## config.mk

```make
export PLATFORM = sky130hd
export DESIGN_NAME = serial_subtractor
export DESIGN_NICKNAME = d
export VERILOG_FILES = /design/src/rtl/serial_sub_pkg.sv /design/src/rtl/full_subtractor.sv /design/src/rtl/serial_subtractor.sv
export SDC_FILE = /design/constraint.sdc
export NUM_CORES = 1
export LEC_CHECK = 0
export ABC_AREA = 1
export BUFFER_PORTS_ARGS = -buffer_cell sky130_fd_sc_hd__buf_2
export CAP_MARGIN = 10
export CORE_ASPECT_RATIO = 1.2
export CORE_UTILIZATION = 45
export CTS_CLUSTER_DIAMETER = 100
export DETAILED_ROUTE_END_ITERATION = 10
export HOLD_SLACK_MARGIN = 0.12
export PLACE_DENSITY_LB_ADDON = 0.2
export SLEW_MARGIN = 25
export SYNTH_ARGS = -nofsm -noshare
export SYNTH_HDL_FRONTEND = slang
export SYNTH_SLANG_ARGS = --single-unit
```

## constraint.sdc

```tcl
create_clock -name clk -period 1.3 [get_ports clk]
set_input_delay 0 -clock clk [delete_from_list [all_inputs] [get_ports clk]]
set_output_delay 0 -clock clk [all_outputs]
set_load 0.02 [all_outputs]
```

## src/rtl/serial_sub_pkg.sv

```systemverilog
// Shared types and defaults for the bit-serial subtractor.
package serial_sub_pkg;

   localparam int unsigned DefaultWidth = 4;

   typedef enum logic [1:0] {
      StIdle,
      StRun,
      StDone
   } state_e;

endpackage : serial_sub_pkg

```

## src/rtl/full_subtractor.sv

```systemverilog
// One-bit combinational full-subtractor cell: diff = a - b - bin.
module full_subtractor (
   input  logic i_a,
   input  logic i_b,
   input  logic i_bin,
   output logic o_diff,
   output logic o_bout
);

   logic w_axb;

   assign w_axb  = i_a ^ i_b;
   assign o_diff = w_axb ^ i_bin;
   assign o_bout = (~i_a & i_b) | (~w_axb & i_bin);

endmodule : full_subtractor

```

## src/rtl/serial_subtractor.sv

```systemverilog
// Bit-serial unsigned subtractor, LSB first, with start/ready/done framing.
// Define SUB_OVERFLOW_EN to add the registered signed-overflow output.
module serial_subtractor
   import serial_sub_pkg::*;
#(
   parameter int unsigned WIDTH = DefaultWidth
) (
   input  logic             clk,
   input  logic             rst_n,
   input  logic             i_start,
   input  logic [WIDTH-1:0] i_a,
   input  logic [WIDTH-1:0] i_b,
   input  logic             i_bin,
   output logic             o_ready,
   output logic             o_done,
   output logic [WIDTH-1:0] o_diff,
   output logic             o_bout
`ifdef SUB_OVERFLOW_EN
   ,
   output logic             o_overflow
`endif
);

   localparam int unsigned CntW = $clog2(WIDTH) + 1;
   localparam logic [CntW-1:0] LastCnt = CntW'(WIDTH - 1);

   state_e           r_state;
   state_e           w_state_nxt;
   logic [WIDTH-1:0] r_a;
   logic [WIDTH-1:0] r_b;
   logic [WIDTH-1:0] r_res;
   logic [CntW-1:0]  r_cnt;
   logic             r_br;
   logic             r_done;
   logic [WIDTH-1:0] r_diff;
   logic             r_bout;
   logic             w_d;
   logic             w_br_nxt;
   logic             w_ready;
   logic             w_accept;

`ifdef SUB_OVERFLOW_EN
   logic r_a_msb;
   logic r_b_msb;
   logic r_overflow;
`endif

   // Ready stays low through the done cycle so the next start lands after it.
   assign w_ready  = (r_state == StIdle) & ~r_done;
   assign w_accept = w_ready & i_start;

   full_subtractor u_cell (
      .i_a    (r_a[0]),
      .i_b    (r_b[0]),
      .i_bin  (r_br),
      .o_diff (w_d),
      .o_bout (w_br_nxt)
   );

   always_ff @(posedge clk or negedge rst_n) begin
      if (!rst_n) begin
         r_state <= StIdle;
      end else begin
         r_state <= w_state_nxt;
      end
   end

   always_comb begin
      w_state_nxt = r_state;
      unique case (r_state)
         StIdle:  if (w_accept) w_state_nxt = StRun;
         StRun:   if (r_cnt == LastCnt) w_state_nxt = StDone;
         StDone:  w_state_nxt = StIdle;
         default: w_state_nxt = StIdle;
      endcase
   end

   always_ff @(posedge clk or negedge rst_n) begin
      if (!rst_n) begin
         r_a    <= '0;
         r_b    <= '0;
         r_res  <= '0;
         r_cnt  <= '0;
         r_br   <= 1'b0;
         r_done <= 1'b0;
         r_diff <= '0;
         r_bout <= 1'b0;
      end else begin
         r_done <= 1'b0;
         unique case (r_state)
            StIdle: begin
               if (w_accept) begin
                  r_a   <= i_a;
                  r_b   <= i_b;
                  r_br  <= i_bin;
                  r_cnt <= '0;
                  r_res <= '0;
               end
            end
            StRun: begin
               r_res <= {w_d, r_res[WIDTH-1:1]};
               r_a   <= {1'b0, r_a[WIDTH-1:1]};
               r_b   <= {1'b0, r_b[WIDTH-1:1]};
               r_br  <= w_br_nxt;
               r_cnt <= r_cnt + 1'b1;
            end
            StDone: begin
               r_diff <= r_res;
               r_bout <= r_br;
               r_done <= 1'b1;
            end
            default: ;
         endcase
      end
   end

`ifdef SUB_OVERFLOW_EN
   always_ff @(posedge clk or negedge rst_n) begin
      if (!rst_n) begin
         r_a_msb    <= 1'b0;
         r_b_msb    <= 1'b0;
         r_overflow <= 1'b0;
      end else if (w_accept) begin
         r_a_msb <= i_a[WIDTH-1];
         r_b_msb <= i_b[WIDTH-1];
      end else if (r_state == StDone) begin
         r_overflow <= (r_a_msb ^ r_b_msb) & (r_res[WIDTH-1] ^ r_a_msb);
      end
   end

   assign o_overflow = r_overflow;
`endif

   assign o_ready = w_ready;
   assign o_done  = r_done;
   assign o_diff  = r_diff;
   assign o_bout  = r_bout;

endmodule : serial_subtractor
```

==> run summary <==
FMAX = 0.816 GHz
Starting density of the core = 47.6%
WL final = 2160 um
RSZ-0062 raised after global routing = false
Largest family of logic cells by synthesized area = simple AND/OR/NAND/NOR gates
DR iter-0 viols = 25
Slowest Stage Delay on Critical Path = 410 ps
Worst R2R End = r_cnt[2]
Final Cycle Share = 94.2%
Kind of cell adding the most delay to the critical path = adder cells
Per-cell routed wire length = 10.8 um
Synthesized area per cell = 8.32 um^2
Die height = 56.1 um
Vias = 933
Reg2reg start = r_cnt[0]
Worst R2R Setup Slack = 80 ps
Mux contribution to synthesized area = 0%
Final slew viol count = 0
Core area = 2310 um^2
Vias in the first global route = 882
Area Overhead vs Synth = 28.8%
Gp weighted congestion = 0.714
Cell Pwr Density = 2350 nW/um^2
Hold Fails Final Rpt = 0
Peak VDD IR = 0.00168 V
First-pass GRT wire length = 3500 um
Syn Inst Count = 132
Comb power frac = 50.1%
Port buffer count = 18
DRC Markers = 0
Slowest library cell on the worst path = dfrtp_1
Compound-cell area share of the yosys netlist = 0.911%
TritonCTS clock tree = yes
Slew @ Worst Pin = 537 ps
Detailed Place HPWL = 1470 um
Slew margin rel. = 64.2%
CP Data Required Time = 1550 ps
Setup-failing EPs final = 0
Post-synthesis sequential area ratio = 54.7%
Crit path top cell by count = ha_1
Yosys cell types = 16
Clk slew on worst S/H paths = 130 ps
Internal power = 0.00194 W
Root Driver = clkbuf_4
Clock Power Share = 11.4%
Run status = completed
Antenna-violating nets left = 0
CP Buf/Inv Count = 0
Startpoint Class = flip-flop
Lkg Pwr = 0.791 nW
Post-synthesis register bit count = 24
Fin crit period = 1220 ps
Die Footprint = 2640 um^2
Crit path kind = reg -> reg
Worst EP arrival = 1470 ps
Worst clock skew = 8.18 ps
Mapped Area = 1100 um^2
Final core utilization = 61.4%
Net count after synthesis = 147
Top Ports = 19
Nets = 185
Worst Path Max Fanout = 2
Largest net degree at the start of global routing = 25
# rows = 19
Max_cap viols = 0
Critical path cell sequence = ha_1 > ha_1 > or2_4 > nand2_2
Clock Path Buffers = 2
Total CTS buffers = 3
Final setup TNS = 0 ps
GR Overflow Total = 0
Synth Area in Adders = 4.10%
Ant diodes = 0
Gr usage total = 17.9%
Worst R2R Path Depth = 4
Post-Synth XOR/XNOR Area = 0%
Drt first pass iters = 4
H-tree depth = 1
Fraction of layout cells with a size suffix above 1 = 23.1%
Hold Crit Class = in -> async
Via-to-Cell Ratio = 4.67
Final WS setup = 75.1 ps
Clk_lat worst skew = 300 ps
YS warnings = 0
Sw frac = 41.8%
Sw Pwr = 0.00139 W
Die X = 47.1 um
Initial antenna violation count = 0
Clk sinks = 24
Reg power frac = 38.5%
Dpl ws = 42.4 ps
CP Capture Type = flip-flop
Post-synthesis simple-gate area fraction = 34.4%
logic make-up (layout without fill, tap and decap cells):
kind of cell,Yosys count,count (layout)
compound gates,2,2
buf+inv,13,50
simple gates,90,90
fa+ha+maj,3,3
flops,24,24
cell usage after synthesis:
cell type / instances / area share (%)
buf_2: 1 / 0.46
buf_4: 2 / 1.4
buf_6: 1 / 1.0
dfrtp_1: 24 / 55
fa_1: 1 / 1.8
ha_1: 2 / 2.3
inv_1: 9 / 3.1
nand2_1: 64 / 22
nand2_2: 1 / 0.57
nand3_1: 18 / 8.2
nand3_2: 1 / 0.91
nor2_1: 2 / 0.68
nor2_2: 1 / 0.57
nor3_1: 1 / 0.46
o21ai_0: 2 / 0.91
or2_2: 2 / 1.1
metal layers:
| metal | global-route usage (%) | vias up | part of all wire [%] |
|---|---|---|---|
| li1 | - | 482 | - |
| met1 | 22.7 | 426 | 46 |
| met2 | 30.2 | 23 | 51 |
| met3 | 2.92 | 2 | 2.6 |
| met4 | 4.90 | 0 | 0.65 |
| met5 | 0 | - | 0 |
stage by stage:
step / total power [W] / hold WS [ps] / std cells / area [um^2]
after global placement: 0.00280 / 1.77 / 184 / 1250
final: 0.00333 / 208 / 200 / 1420
after floorplan: 0.00240 / -296 / 132 / 1100
after detailed placement: 0.00286 / 9.41 / 184 / 1250
after global routing: 0.00365 / 256 / 200 / 1420
after CTS: 0.00328 / 188 / 199 / 1400
cell usage in the layout, fill, tap and decap left out:
cell | synthesis | routed
nand3_1 | 18 | 18
clkbuf_8 | 0 | 1
nand2_1 | 64 | 63
clkbuf_4 | 0 | 3
inv_1 | 9 | 8
nand2_2 | 1 | 2
fa_2 | 0 | 1
buf_4 | 2 | 8
buf_2 | 1 | 18
nor2_1 | 2 | 2
nor3_2 | 0 | 1
inv_2 | 0 | 1
dlygate4sd3_1 | 0 | 11
nor2_2 | 1 | 1
or2_2 | 2 | 1
or2_4 | 0 | 1
nand3_2 | 1 | 1
dfrtp_1 | 24 | 24
o21ai_0 | 2 | 2
ha_1 | 2 | 2
worst max path at each step:
stage / startpoint / endpoint / cells past startpoint
floorplan: r_cnt[0] / r_cnt[2] / 4
global placement: r_cnt[0] / r_cnt[2] / 4
detailed placement: r_cnt[0] / r_cnt[2] / 4
CTS: r_cnt[0] / r_cnt[2] / 4
global route: r_state[1] / r_a[2] / 5
finish: r_cnt[0] / r_cnt[2] / 4
power groups by stage:
stage               clock network, W  registers (W)  logic [W]
finish                      0.000380        0.00128    0.00167
CTS                         0.000407        0.00127    0.00160
floorplan                          0        0.00136    0.00104
detailed placement                 0        0.00129    0.00157
global placement                   0        0.00128    0.00151
global route                0.000428        0.00131    0.00191
timing repair:
action | in CTS | in global routing
hold buffers | 11 | 0
buffers inserted | 0 | 1
hold endpoints to repair | 33 | 0
setup endpoints to repair | 0 | 2
resized for setup | 0 | 4
state kept, by name, indices dropped and copies added (netlist names):
name     flops
o_bout       1
o_diff       4
o_done       1
r_a          4
r_b          4
r_br         1
r_cnt        3
r_res        4
r_state      2
cell type report:
class                      instances  area, um^2
fill                             204         891
timing repair buffer              37         260
tap                               31        38.8
sequential                        24         601
clock buffer                       4        36.3
inverter                           9        33.8
multi-input combinational         95         445
No activity file was read; power rests on OpenSTA's default activity.
